==> src/rtl/multicycle_pkg.sv <==
// ============================================================================
// Module  : multicycle_pkg
// Brief   : State encoding, opcodes and datapath select constants for the
//           multicycle RV64 controller.
// Revision: 1.0 - initial release
// ============================================================================
`default_nettype none

package multicycle_pkg;

    typedef logic [3:0] state_t;

    localparam state_t S_IDLE   = 4'd0;
    localparam state_t S_FETCH  = 4'd1;
    localparam state_t S_DECODE = 4'd2;
    localparam state_t S_ADDR   = 4'd3;
    localparam state_t S_MEM_RD = 4'd4;
    localparam state_t S_MEM_WR = 4'd5;
    localparam state_t S_EXEC_R = 4'd6;
    localparam state_t S_EXEC_I = 4'd7;
    localparam state_t S_WB_ALU = 4'd8;
    localparam state_t S_WB_MEM = 4'd9;
    localparam state_t S_BRANCH = 4'd10;
    localparam state_t S_TRAP   = 4'd11;

    localparam logic [6:0] OP_R    = 7'b0110011;
    localparam logic [6:0] OP_LD   = 7'b0000011;
    localparam logic [6:0] OP_SD   = 7'b0100011;
    localparam logic [6:0] OP_BEQ  = 7'b1100011;
    localparam logic [6:0] OP_ADDI = 7'b0010011;

    localparam logic [1:0] ALU_ADD   = 2'b00;
    localparam logic [1:0] ALU_SUB   = 2'b01;
    localparam logic [1:0] ALU_FUNCT = 2'b10;

    localparam logic [1:0] SRC_B_REG  = 2'b00;
    localparam logic [1:0] SRC_B_FOUR = 2'b01;
    localparam logic [1:0] SRC_B_IMM  = 2'b10;

    localparam logic SRC_A_PC      = 1'b0;
    localparam logic SRC_A_REG     = 1'b1;
    localparam logic IORD_PC       = 1'b0;
    localparam logic IORD_ALUOUT   = 1'b1;
    localparam logic PC_SRC_ALU    = 1'b0;
    localparam logic PC_SRC_ALUOUT = 1'b1;
    localparam logic WB_ALUOUT     = 1'b0;
    localparam logic WB_MDR        = 1'b1;

    // Dispatch target out of DECODE; anything unsupported lands in TRAP.
    function automatic state_t decode_next(input logic [6:0] op);
        case (op)
            OP_R:         decode_next = S_EXEC_R;
            OP_ADDI:      decode_next = S_EXEC_I;
            OP_LD, OP_SD: decode_next = S_ADDR;
            OP_BEQ:       decode_next = S_BRANCH;
            default:      decode_next = S_TRAP;
        endcase
    endfunction

endpackage

`default_nettype wire

==> src/rtl/multicycle_ctrl_out_decode.sv <==
// ============================================================================
// Module  : ctrl_out_decode
// Brief   : Combinational state -> datapath strobe decode.
// Revision: 1.0 - initial release
// ============================================================================
`default_nettype none

module ctrl_out_decode
    import multicycle_pkg::*;
(
    input  state_t     state,
    input  logic       zero,
    input  logic       mem_ack,
    output logic       mem_req,
    output logic       mem_we,
    output logic       iord,
    output logic       ir_write,
    output logic       pc_write,
    output logic       pc_src,
    output logic       alu_src_a,
    output logic [1:0] alu_src_b,
    output logic [1:0] alu_op,
    output logic       mem_to_reg,
    output logic       reg_write,
    output logic       illegal
);

    always_comb begin
        mem_req    = 1'b0;
        mem_we     = 1'b0;
        iord       = IORD_PC;
        ir_write   = 1'b0;
        pc_write   = 1'b0;
        pc_src     = PC_SRC_ALU;
        alu_src_a  = SRC_A_PC;
        alu_src_b  = SRC_B_REG;
        alu_op     = ALU_ADD;
        mem_to_reg = WB_ALUOUT;
        reg_write  = 1'b0;
        illegal    = 1'b0;

        case (state)
            S_FETCH: begin
                mem_req   = 1'b1;
                alu_src_b = SRC_B_FOUR;
                // IR and PC latch only on the cycle the fetch completes.
                ir_write  = mem_ack;
                pc_write  = mem_ack;
            end
            S_DECODE: begin
                alu_src_b = SRC_B_IMM;
            end
            S_ADDR, S_EXEC_I: begin
                alu_src_a = SRC_A_REG;
                alu_src_b = SRC_B_IMM;
            end
            S_MEM_RD: begin
                mem_req = 1'b1;
                iord    = IORD_ALUOUT;
            end
            S_MEM_WR: begin
                mem_req = 1'b1;
                mem_we  = 1'b1;
                iord    = IORD_ALUOUT;
            end
            S_EXEC_R: begin
                alu_src_a = SRC_A_REG;
                alu_op    = ALU_FUNCT;
            end
            S_WB_ALU: begin
                reg_write = 1'b1;
            end
            S_WB_MEM: begin
                reg_write  = 1'b1;
                mem_to_reg = WB_MDR;
            end
            S_BRANCH: begin
                alu_src_a = SRC_A_REG;
                alu_op    = ALU_SUB;
                pc_src    = PC_SRC_ALUOUT;
                pc_write  = zero;
            end
            S_TRAP: begin
                illegal = 1'b1;
            end
            default: ;
        endcase
    end

endmodule

`default_nettype wire

==> src/rtl/multicycle_ctrl.sv <==
// ============================================================================
// Module  : multicycle_ctrl
// Brief   : Multicycle sequencing FSM for the RV64 core with handshaked memory.
// Revision: 1.0 - initial release
// ============================================================================
`default_nettype none

module multicycle_ctrl
    import multicycle_pkg::*;
#(
    parameter int CNT_W = 32
) (
    input  logic             clk,
    input  logic             reset,
    input  logic [6:0]       opcode,
    input  logic             zero,
    input  logic             mem_ack,
    output logic             mem_req,
    output logic             mem_we,
    output logic             iord,
    output logic             ir_write,
    output logic             pc_write,
    output logic             pc_src,
    output logic             alu_src_a,
    output logic [1:0]       alu_src_b,
    output logic [1:0]       alu_op,
    output logic             mem_to_reg,
    output logic             reg_write,
    output logic             illegal,
    output logic [CNT_W-1:0] retired
);

    state_t           r_state;
    state_t           w_next;
    logic             w_retire;
    logic [CNT_W-1:0] r_retired;

    always_comb begin
        w_next = r_state;
        case (r_state)
            S_IDLE:   w_next = S_FETCH;
            S_FETCH:  w_next = mem_ack ? S_DECODE : S_FETCH;
            S_DECODE: w_next = decode_next(opcode);
            S_ADDR:   w_next = (opcode == OP_SD) ? S_MEM_WR : S_MEM_RD;
            S_MEM_RD: w_next = mem_ack ? S_WB_MEM : S_MEM_RD;
            S_MEM_WR: w_next = mem_ack ? S_FETCH : S_MEM_WR;
            S_EXEC_R, S_EXEC_I:           w_next = S_WB_ALU;
            S_WB_ALU, S_WB_MEM, S_BRANCH: w_next = S_FETCH;
            S_TRAP:   w_next = S_TRAP;
            default:  w_next = S_IDLE;
        endcase
    end

    // An instruction retires on the edge that leaves its final state.
    assign w_retire = (r_state == S_WB_ALU) || (r_state == S_WB_MEM) ||
                      (r_state == S_BRANCH) || ((r_state == S_MEM_WR) && mem_ack);

    always_ff @(posedge clk or posedge reset) begin
        if (reset) begin
            r_state   <= S_IDLE;
            r_retired <= '0;
        end else begin
            r_state <= w_next;
            if (w_retire) begin
                r_retired <= r_retired + 1'b1;
            end
        end
    end

    assign retired = r_retired;

    ctrl_out_decode u_decode (
        .state      (r_state),
        .zero       (zero),
        .mem_ack    (mem_ack),
        .mem_req    (mem_req),
        .mem_we     (mem_we),
        .iord       (iord),
        .ir_write   (ir_write),
        .pc_write   (pc_write),
        .pc_src     (pc_src),
        .alu_src_a  (alu_src_a),
        .alu_src_b  (alu_src_b),
        .alu_op     (alu_op),
        .mem_to_reg (mem_to_reg),
        .reg_write  (reg_write),
        .illegal    (illegal)
    );

endmodule

`default_nettype wire

==> config.mk <==
export PLATFORM = sky130hd
export DESIGN_NAME = multicycle_ctrl
export DESIGN_NICKNAME = d
export VERILOG_FILES = /design/src/rtl/multicycle_pkg.sv /design/src/rtl/multicycle_ctrl_out_decode.sv /design/src/rtl/multicycle_ctrl.sv
export SDC_FILE = /design/constraint.sdc
export NUM_CORES = 1
export LEC_CHECK = 0
export BUFFER_PORTS_ARGS = -buffer_cell sky130_fd_sc_hd__buf_2
export CAP_MARGIN = 20
export CORE_ASPECT_RATIO = 1.4
export CORE_MARGIN = 5
export CORE_UTILIZATION = 42
export DETAILED_ROUTE_END_ITERATION = 10
export PLACE_DENSITY = 0.69
export SLEW_MARGIN = 20
export SYNTH_ARGS = -nofsm -noshare
export SYNTH_HDL_FRONTEND = slang
export SYNTH_HIERARCHICAL = 1
export SYNTH_SLANG_ARGS = --single-unit
export TNS_END_PERCENT = 30
==> constraint.sdc <==
create_clock -name clk -period 2.4 [get_ports clk]
set_input_delay 0.12 -clock clk [delete_from_list [all_inputs] [get_ports clk]]
set_output_delay 0.12 -clock clk [all_outputs]
set_load 0.05 [all_outputs]
==> impl_metrics.py, run 1 <==
metrics = {
    "pwr": {
        "switching_share_pct": 45.3,
        "power_frac_comb_pct": 46.8,
        "pwr-share-seq_pct": 34.7,
        "p_leak_nw": 1.22,
        "power_density_mw_per_mm2": 896,
        "intPower_mw": 1.17,
        "power.total_mw": 2.14,
        "p_switching_mw": 0.969,
        "irDropWorstVdd_uv": 590,
        "p_clk_share_pct": 18.6,
    },
    "drt": {
        "drtIter0Drc": 60,
        "post_drt_via_cell_ratio": 4.94,
        "routed_wl_um": 3930,
        "vias": 1527,
        "drc": 0,
        "final_antenna_net_count": 0,
        "dr.pass1.iters": 5,
        "wl_per_cell_um": 12.7,
    },
    "setup_path": {
        "path_max_fanout": 17,
        "arrival_ns": 1.82,
        "crit_slowest_cell": "dfrtp_1",
        "cp_data_required_time_ns": 2.28,
        "end_kind": "primary output",
        "critPathLaunchType": "flip-flop",
        "cp_cell_sequence": "buf_4 -> or3b_4 -> nor3b_2 -> buf_2",
        "cp_num_buf_inv": 2,
        "cp.depth": 4,
        "r2r_cells": 5,
        "critPathKind": "flip-flop to primary output",
        "critPathTopFamily": "simple AND/OR/NAND/NOR gates",
        "slowest_delay_ns": 0.42,
    },
    "synthesis": {
        "yosysWarnings": 6,
        "ys_ff_latch": 36,
        "syn-num-nets": 197,
        "netlist_area_mm2": 0.00196,
        "postSynthCellCount": 185,
        "synth_cell_types": 46,
        "synth_flop_cell": "dfrtp_1",
        "synth-seq-area-share_pct": 46.0,
        "postSynth.asyncResetShare_pct": 100,
        "avgSynthCellArea_um2": 10.6,
        "synth_edf_count": 0,
    },
    "clock_network": {
        "cts_hold_buf": 1,
        "cts_tree": "yes",
        "ctsResizeCount": 0,
        "htreeDepth": 2,
        "postCtsSetupBuffers": 0,
        "numCtsBuffers": 5,
        "cts-root-buf": "clkbuf_8",
        "clkSlewWorstSetupHoldPaths_ns": 0.07,
        "insertion_delay_ns": 0.28,
        "cts_buffer_depth": 2,
        "cts_sinks": 36,
    },
    "die": {
        "initial_core_util_pct": 43.1,
        "die_w_um": 67.7,
        "num_rows": 29,
        "die_area_mm2": 0.00614,
        "die_h_um": 90.8,
        "num_io_pins": 57,
        "coreArea_mm2": 0.00454,
    },
    "placement": {
        "numPortBuffers": 56,
        "gp_congestion": 0.737,
        "dp_hpwl_um": 2930,
        "dpl_cell_area_mm2": 0.00230,
        "dp_worst_setup_slack_ns": 0.471,
    },
    "global_routing": {
        "grt_first_pass_wirelength_um": 6390,
        "grt_usage_pct": 13.3,
        "grt_pass1_vias": 1451,
        "overflow": 0,
        "antenna_found_initial": 0,
        "grt_max_degree": 37,
    },
    "sta": {
        "final.setup_skew_ns": 0.00597,
        "fmax_mhz": 517,
        "period_share_pct": 80.6,
        "rsz0062_at_grt": "false",
        "setup_viol": 0,
        "slew-limit-headroom_pct": 63.7,
        "report.final.slew_viol_count": 0,
        "hold_ws_ns": 0.205,
        "setup_slack_ns": 0.465,
        "hold_violations": 0,
        "final.setup.tns_ns": 0,
        "tightest_slew_ns": 0.541,
        "min_period_ns": 1.94,
    },
    "finish": {
        "nFillCells": 413,
        "area_growth_syn_to_layout_pct": 22.1,
        "nNetsFinal": 259,
        "num_antenna_cells": 0,
        "design_area_mm2": 0.00239,
        "final-seq-area_um2": 901,
        "multi_input_area_um2": 987,
        "drive_gt1_share_pct": 32.4,
    },
    "worst_hold_path": {
        "whs_path_depth": 3,
        "hp-class": "primary input to flip-flop",
    },
    "outcome": {
        "status": "completed",
    },
    "run": {
        "drv_cap": 0,
    },
}
## through the flow
step           utilization (%)  cells
2_1_floorplan                -    185
3_3_place_gp              50.8    301
3_5_place_dp              50.8    301
4_1_cts                   52.7    309
5_1_grt                   52.7    309
6_report                  52.7    309
## sequential cells by signal, summed over array words and instances (netlist names)
register / flops
retired: 32
r_state: 4
## power groups by stage
stage | sequential, mW | clock (mW) | combinational, mW
after floorplan | 0.849 | 0 | 0.734
after global placement | 0.750 | 0 | 0.996
after detailed placement | 0.752 | 0 | 1.01
after CTS | 0.743 | 0.409 | 1.01
after global routing | 0.754 | 0.424 | 1.07
final | 0.743 | 0.398 | 1.00
## synthesized netlist by cell type (all sizes together) (2+ instances only)
cell type | count | area [um^2]
dfrtp | 36 | 901
xnor2 | 27 | 236
nand2 | 18 | 67.6
nor2 | 14 | 52.6
nand3 | 11 | 55.1
and3 | 8 | 51.3
nand4 | 7 | 56.3
buf | 6 | 46.3
inv | 5 | 18.8
nor3b | 5 | 65.1
and4 | 4 | 35.0
nand2b | 4 | 25.0
xor2 | 4 | 35.0
a21oi | 3 | 15.0
nor3 | 3 | 15.0
o21ai | 3 | 15.0
a31oi | 2 | 12.5
nand4b | 2 | 17.5
nor4 | 2 | 42.5
or3b | 2 | 20.0
## placed cells by master (no fill, tap or decap), types with 4 or more instances in the layout
| cell | netlist | routed |
|---|---|---|
| buf_2 | 1 | 56 |
| dfrtp_1 | 36 | 36 |
| xnor2_1 | 27 | 27 |
| nand2_1 | 18 | 18 |
| nor2_1 | 14 | 14 |
| nand3_1 | 11 | 11 |
| and3_1 | 7 | 7 |
| inv_1 | 5 | 5 |
| nand4_1 | 5 | 5 |
| clkbuf_8 | 0 | 5 |
| buf_4 | 4 | 5 |
| and4_1 | 4 | 4 |
| xor2_1 | 4 | 4 |
| nand2b_1 | 4 | 4 |
## path summary, 6_finish.rpt
check / slack [ns] / to / startpoint
hold reg to reg: 0.47 / retired[31] / retired[31]
max in group asynchronous: 1.60 / retired[26] / reset
setup / recovery: 0.46 / ir_write / r_state[0]
setup reg to reg: 0.48 / retired[19] / r_state[2]
hold / removal: 0.21 / r_state[2] / mem_ack
min in group asynchronous: 0.49 / retired[27] / reset
## worst min-delay path: cells and delay by family
kind | cells | cell delay (ns)
AND/OR/NAND/NOR | 1 | 0.12
AO/OA/AOI/OAI | 1 | 0.05
buffers and inverters | 1 | 0.15
## layout make-up
class | count | share of cell area [%]
multi-input cells | 137 | 41.3
flip-flops and latches | 36 | 37.7
repair buffers | 62 | 13.7
well taps | 62 | 3.25
clock buffers | 6 | 3.04
inverters | 5 | 0.785
clock inverters | 1 | 0.209
## metal layers
| layer | vias to the layer above | wire length [um] | track usage (%) |
|---|---|---|---|
| met3 | 4 | 204 | 3.36 |
| met2 | 38 | 1990 | 23.0 |
| met1 | 717 | 1690 | 15.2 |
| li1 | 768 | - | - |
| met5 | - | 0 | 0 |
| met4 | 0 | 51 | 4.57 |
## cells by family (layout without fill, tap and decap cells)
kind of cell	after synthesis	in the layout	synth area share (%)
simple gates	88	88	29.3
flops	36	36	46.0
xor+xnor	31	31	13.9
compound gates	17	17	6.65
buf+inv	12	74	3.52
fa+ha+maj	1	1	0.639
Note: power is estimated with default switching activity, not from simulation.
==> run 2, diff against run 1 <==
--- a/config.mk
+++ b/config.mk
@@ -11,7 +11,7 @@
 export CORE_MARGIN = 5
 export CORE_UTILIZATION = 42
 export DETAILED_ROUTE_END_ITERATION = 10
-export PLACE_DENSITY = 0.69
+export PLACE_DENSITY = 0.72
 export SLEW_MARGIN = 20
 export SYNTH_ARGS = -nofsm -noshare
 export SYNTH_HDL_FRONTEND = slang
==> constraint.sdc (replaced) <==
create_clock -name clk -period 1.7 [get_ports clk]
set_input_delay 0.085 -clock clk [delete_from_list [all_inputs] [get_ports clk]]
set_output_delay 0.085 -clock clk [all_outputs]
set_load 0.05 [all_outputs]
==> run 2 against run 1 <==
Compared with the run above:
- the flow now finishes with violations (negative setup slack)
- first-iteration DRC count up 17%
- sequential power up 43%
- routed wire length up 14%
- die area unchanged
- clock power up 89%
- largest power group unchanged
- global-route usage up 1.4 points
- highest routed layer unchanged
- critical endpoint unchanged
- count of clock-buffer cells in the layout down 1
==> impl_metrics.py, run 2 (synthesis results as in run 1) <==
metrics = {
    "clock_network": {
        "insertion_delay_ns": 0.29,
        "cts_tree": "yes",
        "cts_buffer_depth": 2,
        "cts-root-buf": "clkbuf_8",
        "htreeDepth": 2,
        "cts_sinks": 36,
        "clkSlewWorstSetupHoldPaths_ns": 0.07,
        "numCtsBuffers": 5,
    },
    "die": {
        "coreArea_mm2": 0.00454,
        "die_area_mm2": 0.00614,
        "num_rows": 29,
        "num_io_pins": 57,
        "die_h_um": 90.8,
        "initial_core_util_pct": 43.1,
        "die_w_um": 67.7,
    },
    "global_routing": {
        "top_usage_layer": "met2",
        "grt_first_pass_wirelength_um": 7060,
        "antenna_found_initial": 0,
        "overflow": 0,
        "use_met3_pct": 2.99,
        "grt_util_met1_pct": 18.3,
        "grt_pass1_vias": 1558,
        "grtUsageMet2_pct": 24.3,
        "grt_max_degree": 37,
        "grt_usage_pct": 14.6,
    },
    "sta": {
        "slew-limit-headroom_pct": 68.1,
        "rsz0062_at_grt": "true",
        "hold_violations": 0,
        "hold_ws_ns": 0.167,
        "fmax_mhz": 576,
        "period_share_pct": 102,
        "min_period_ns": 1.74,
        "setup_slack_ns": -0.0360,
        "setup_viol": 1,
        "tightest_slew_ns": 0.477,
        "final.setup.tns_ns": -0.0360,
        "report.final.slew_viol_count": 0,
        "final.setup_skew_ns": 0.00703,
    },
    "worst_hold_path": {
        "hp-class": "primary input to flip-flop",
    },
    "finish": {
        "nFillCells": 372,
        "num_antenna_cells": 0,
        "final_cell_mix": "48 x buf_2, 26 x xnor2_1, 22 x buf_4, 22 x dfrtp_1, 18 x nand2_1",
        "drive_gt1_share_pct": 50.9,
        "largest_reg_flops": 32,
        "nNetsFinal": 286,
        "design_area_mm2": 0.00285,
        "area_growth_syn_to_layout_pct": 45.8,
        "final_common_cell": "buf_2",
    },
    "setup_path": {
        "arrival_ns": 1.65,
        "critPathLaunchType": "flip-flop",
        "critPathKind": "flip-flop to primary output",
        "path_max_fanout": 5,
        "cp_data_required_time_ns": 1.62,
        "end_kind": "primary output",
        "reg2reg_setup_slack_ns": 0.03,
    },
    "pwr": {
        "p_leak_nw": 1.40,
        "power_density_mw_per_mm2": 1270,
        "power.total_mw": 3.63,
        "irDropWorstVdd_uv": 956,
    },
    "placement": {
        "dp_hpwl_um": 3050,
        "dpl_cell_area_mm2": 0.00244,
        "numPortBuffers": 56,
        "gp_congestion": 0.743,
        "dp_worst_setup_slack_ns": -0.0916,
    },
    "drt": {
        "drc": 0,
        "wl_per_cell_um": 13.3,
        "routed_wl_um": 4470,
        "dr.pass1.iters": 4,
        "drtIter0Drc": 70,
        "final_antenna_net_count": 0,
        "post_drt_via_cell_ratio": 4.95,
        "vias": 1668,
    },
    "outcome": {
        "violations": "negative setup slack",
        "status": "complete, but fails checks",
    },
    "run": {
        "drv_cap": 0,
    },
}
[run 2: changes by cell type in the layout (fill, tap and decap cells not counted), moves of 3 or more]
cell / delta
clkbuf_4: +3
dfrtp_1: -14
buf_6: +12
dfrtp_2: +14
buf_4: +17
buf_2: -8
nand3_2: +5
nand3_1: -6
[run 2: through the flow]
| stage | cells | utilization, % |
|---|---|---|
| finish | 337 | 62.9 |
| global route | 337 | 62.9 |
| CTS | 325 | 57.6 |
| detailed placement | 315 | 53.8 |
| global placement | 315 | 53.8 |
| floorplan | 185 | - |
[run 2: routing by layer]
layer  vias up  share of wire, %
met2        38                53
li1        821                 -
met4         0               1.4
met1       802                42
met5         -                 0
met3         7               4.1
[run 2: worst paths after layout]
check / start / to / depth (start not counted)
setup / recovery: r_state[1] / ir_write / 4
hold / removal: mem_ack / r_state[2] / 3
setup reg to reg: retired[7] / retired[19] / 7
hold reg to reg: retired[31] / retired[31] / 1
max in group asynchronous: reset / retired[10] / 4
min in group asynchronous: reset / retired[24] / 4
[run 2: critical path: stages (launching register included)]
cell	delay (ns)
dfrtp_2	0.44
buf_8	0.14
or3b_4	0.42
nor3b_4	0.19
buf_6	0.18
[run 2: what timing repair did]
| item | 4_1_cts | 5_1_grt |
|---|---|---|
| endpoints found under the hold margin | 36 | 0 |
| gates resized for setup | 15 | 32 |
| setup endpoints to repair | 19 | 33 |
| gates cloned | 0 | 1 |
| hold buffers | 1 | 0 |
| setup buffers | 1 | 11 |
| pin swaps | 3 | 9 |
[run 2: power by group]
| part | leakage, nW | internal, mW | switching [mW] | total, mW |
|---|---|---|---|---|
| sequential | 0.470 | 0.952 | 0.107 | 1.06 |
| combinational | 0.875 | 0.730 | 1.09 | 1.82 |
| clock | 0.0541 | 0.434 | 0.317 | 0.751 |
[run 2: final cells by class]
type | instances | area, um^2 | area share, %
inverter | 5 | 18.8 | 0.658
tap | 62 | 77.6 | 2.72
timing repair buffer | 89 | 628 | 22.0
sequential | 36 | 918 | 32.2
clock buffer | 5 | 68.8 | 2.41
clock inverter | 3 | 42.5 | 1.49
multi-input combinational | 137 | 1100 | 38.5
==> run 3, diff against run 2 <==
--- a/config.mk
+++ b/config.mk
@@ -11,7 +11,7 @@
 export CORE_MARGIN = 5
 export CORE_UTILIZATION = 42
 export DETAILED_ROUTE_END_ITERATION = 10
-export PLACE_DENSITY = 0.72
+export PLACE_DENSITY = 0.69
 export SLEW_MARGIN = 20
 export SYNTH_ARGS = -nofsm -noshare
 export SYNTH_HDL_FRONTEND = slang
==> constraint.sdc (replaced) <==
create_clock -name clk -period 1.8 [get_ports clk]
set_input_delay 0.09 -clock clk [delete_from_list [all_inputs] [get_ports clk]]
set_output_delay 0.09 -clock clk [all_outputs]
set_load 0.05 [all_outputs]
==> run 3 against run 2 <==
Compared with the run above:
- the run now ends clean
- routed wire length down 7.0%
- critical path type unchanged
- largest power group unchanged
- non-clock buffer count down 13
- via count down 3.5%
- flip-flop and latch count unchanged
- power down 15%
- count of clock-buffer cells in the layout up 2
- setup slack better by 0.078 ns
- highest routed layer unchanged
- cell count down 3.9%
==> impl_metrics.py, run 3 (synthesis results as in run 1) <==
metrics = {
    "sta": {
        "hold_violations": 0,
        "rsz0062_at_grt": "true",
        "final.setup.tns_ns": 0,
        "setup_viol": 0,
        "tightest_slew_ns": 0.454,
        "fmax_mhz": 569,
        "slew-limit-headroom_pct": 69.6,
        "period_share_pct": 97.7,
        "final.setup_skew_ns": 0.00557,
        "setup_slack_ns": 0.0420,
        "hold_ws_ns": 0.180,
        "report.final.slew_viol_count": 0,
        "min_period_ns": 1.76,
    },
    "die": {
        "initial_core_util_pct": 43.1,
        "die_w_um": 67.7,
        "die_area_mm2": 0.00614,
        "num_io_pins": 57,
        "coreArea_mm2": 0.00454,
        "die_h_um": 90.8,
        "num_rows": 29,
    },
    "placement": {
        "dpl_cell_area_mm2": 0.00240,
        "numPortBuffers": 56,
        "placed_cells": 310,
        "dp_hpwl_um": 3040,
        "gp_congestion": 0.739,
        "dp_worst_setup_slack_ns": 0.0447,
    },
    "pwr": {
        "intPower_mw": 1.74,
        "switching_share_pct": 43.6,
        "power_density_mw_per_mm2": 1190,
        "p_leak_nw": 1.30,
        "p_clk_share_pct": 19.1,
        "irDropWorstVdd_uv": 852,
        "p_switching_mw": 1.35,
        "power.total_mw": 3.09,
        "pwr-share-seq_pct": 31.9,
        "power_frac_comb_pct": 49.0,
    },
    "finish": {
        "drive_gt1_share_pct": 42.0,
        "nNetsFinal": 273,
        "largest_reg_flops": 32,
        "area_growth_syn_to_layout_pct": 32.7,
        "final_cell_mix": "53 x buf_2, 27 x xnor2_1, 25 x dfrtp_1, 18 x nand2_1",
        "num_antenna_cells": 0,
        "design_area_mm2": 0.00260,
        "nFillCells": 397,
        "final_common_cell": "buf_2",
        "final_util_pct": 57.2,
        "stdcell_count": 324,
    },
    "global_routing": {
        "grt_pass1_vias": 1554,
        "grt_usage_pct": 14.3,
        "grt_first_pass_wirelength_um": 6980,
        "antenna_found_initial": 0,
        "grt_max_degree": 37,
        "overflow": 0,
    },
    "setup_path": {
        "arrival_ns": 1.67,
        "path_max_fanout": 20,
        "end_kind": "primary output",
        "critPathLaunchType": "flip-flop",
        "cp_data_required_time_ns": 1.71,
        "critPathKind": "flip-flop to primary output",
    },
    "clock_network": {
        "cts_sinks": 36,
        "htreeDepth": 2,
        "clkSlewWorstSetupHoldPaths_ns": 0.07,
        "cts_tree": "yes",
        "insertion_delay_ns": 0.28,
        "cts-root-buf": "clkbuf_8",
        "numCtsBuffers": 5,
        "cts_buffer_depth": 2,
    },
    "drt": {
        "post_drt_via_cell_ratio": 4.97,
        "wl_per_cell_um": 12.8,
        "dr.pass1.iters": 4,
        "final_antenna_net_count": 0,
        "routed_wl_um": 4160,
        "drtIter0Drc": 44,
        "vias": 1610,
        "drc": 0,
    },
    "outcome": {
        "status": "completed",
    },
    "worst_hold_path": {
        "hp-class": "primary input to flip-flop",
    },
    "run": {
        "drv_cap": 0,
    },
}
run 3: final timing paths:
| path | from | endpoint | slack (ns) | cells after the start |
|---|---|---|---|---|
| worst min-delay path | mem_ack | r_state[2] | 0.18 | 3 |
| max in group asynchronous | reset | retired[12] | 0.99 | 4 |
| min in group asynchronous | reset | retired[17] | 0.47 | 4 |
| worst max-delay path | r_state[1] | ir_write | 0.04 | 4 |
| worst max register to register | r_state[1] | retired[19] | 0.07 | 7 |
| worst min register to register | retired[31] | retired[31] | 0.47 | 1 |
run 3: cell type report:
type                       instances  area (um^2)  share of cell area, %
inverter                           5         18.8                  0.723
clock buffer                       7         86.3                   3.33
clock inverter                     1         7.51                  0.289
sequential                        36          915                   35.2
timing repair buffer              76          463                   17.8
tap                               62         77.6                   2.99
multi-input combinational        137         1030                   39.6
run 3: metal layers:
layer  up-vias  part of all wire (%)  GRT usage, %
li1        797                     -             -
met1       778                    42          16.8
met2        30                    52          24.4
met3         5                   4.6          3.36
met4         0                   1.5          5.41
met5         -                     0             0
run 3: what timing repair did:
item | in CTS | in global routing
buffers inserted | 1 | 4
hold buffers | 1 | 0
pin swaps | 0 | 2
endpoints found under the setup margin | 3 | 22
gates resized for setup | 4 | 10
endpoints found under the hold margin | 36 | 0
gates cloned | 0 | 0
run 3: worst max-delay path, stage by stage, from the launching register on:
cell,delay (ns)
dfrtp_1,0.41
buf_6,0.17
or3b_4,0.43
nor3b_4,0.19
buf_6,0.18
run 3: power by group through the flow:
| stage | Clock [mW] | Combinational [mW] | Sequential [mW] |
|---|---|---|---|
| floorplan | 0 | 0.983 | 1.14 |
| global placement | 0 | 1.37 | 0.998 |
| detailed placement | 0 | 1.39 | 1.00 |
| CTS | 0.610 | 1.44 | 0.987 |
| global route | 0.645 | 1.63 | 1.00 |
| finish | 0.591 | 1.51 | 0.988 |
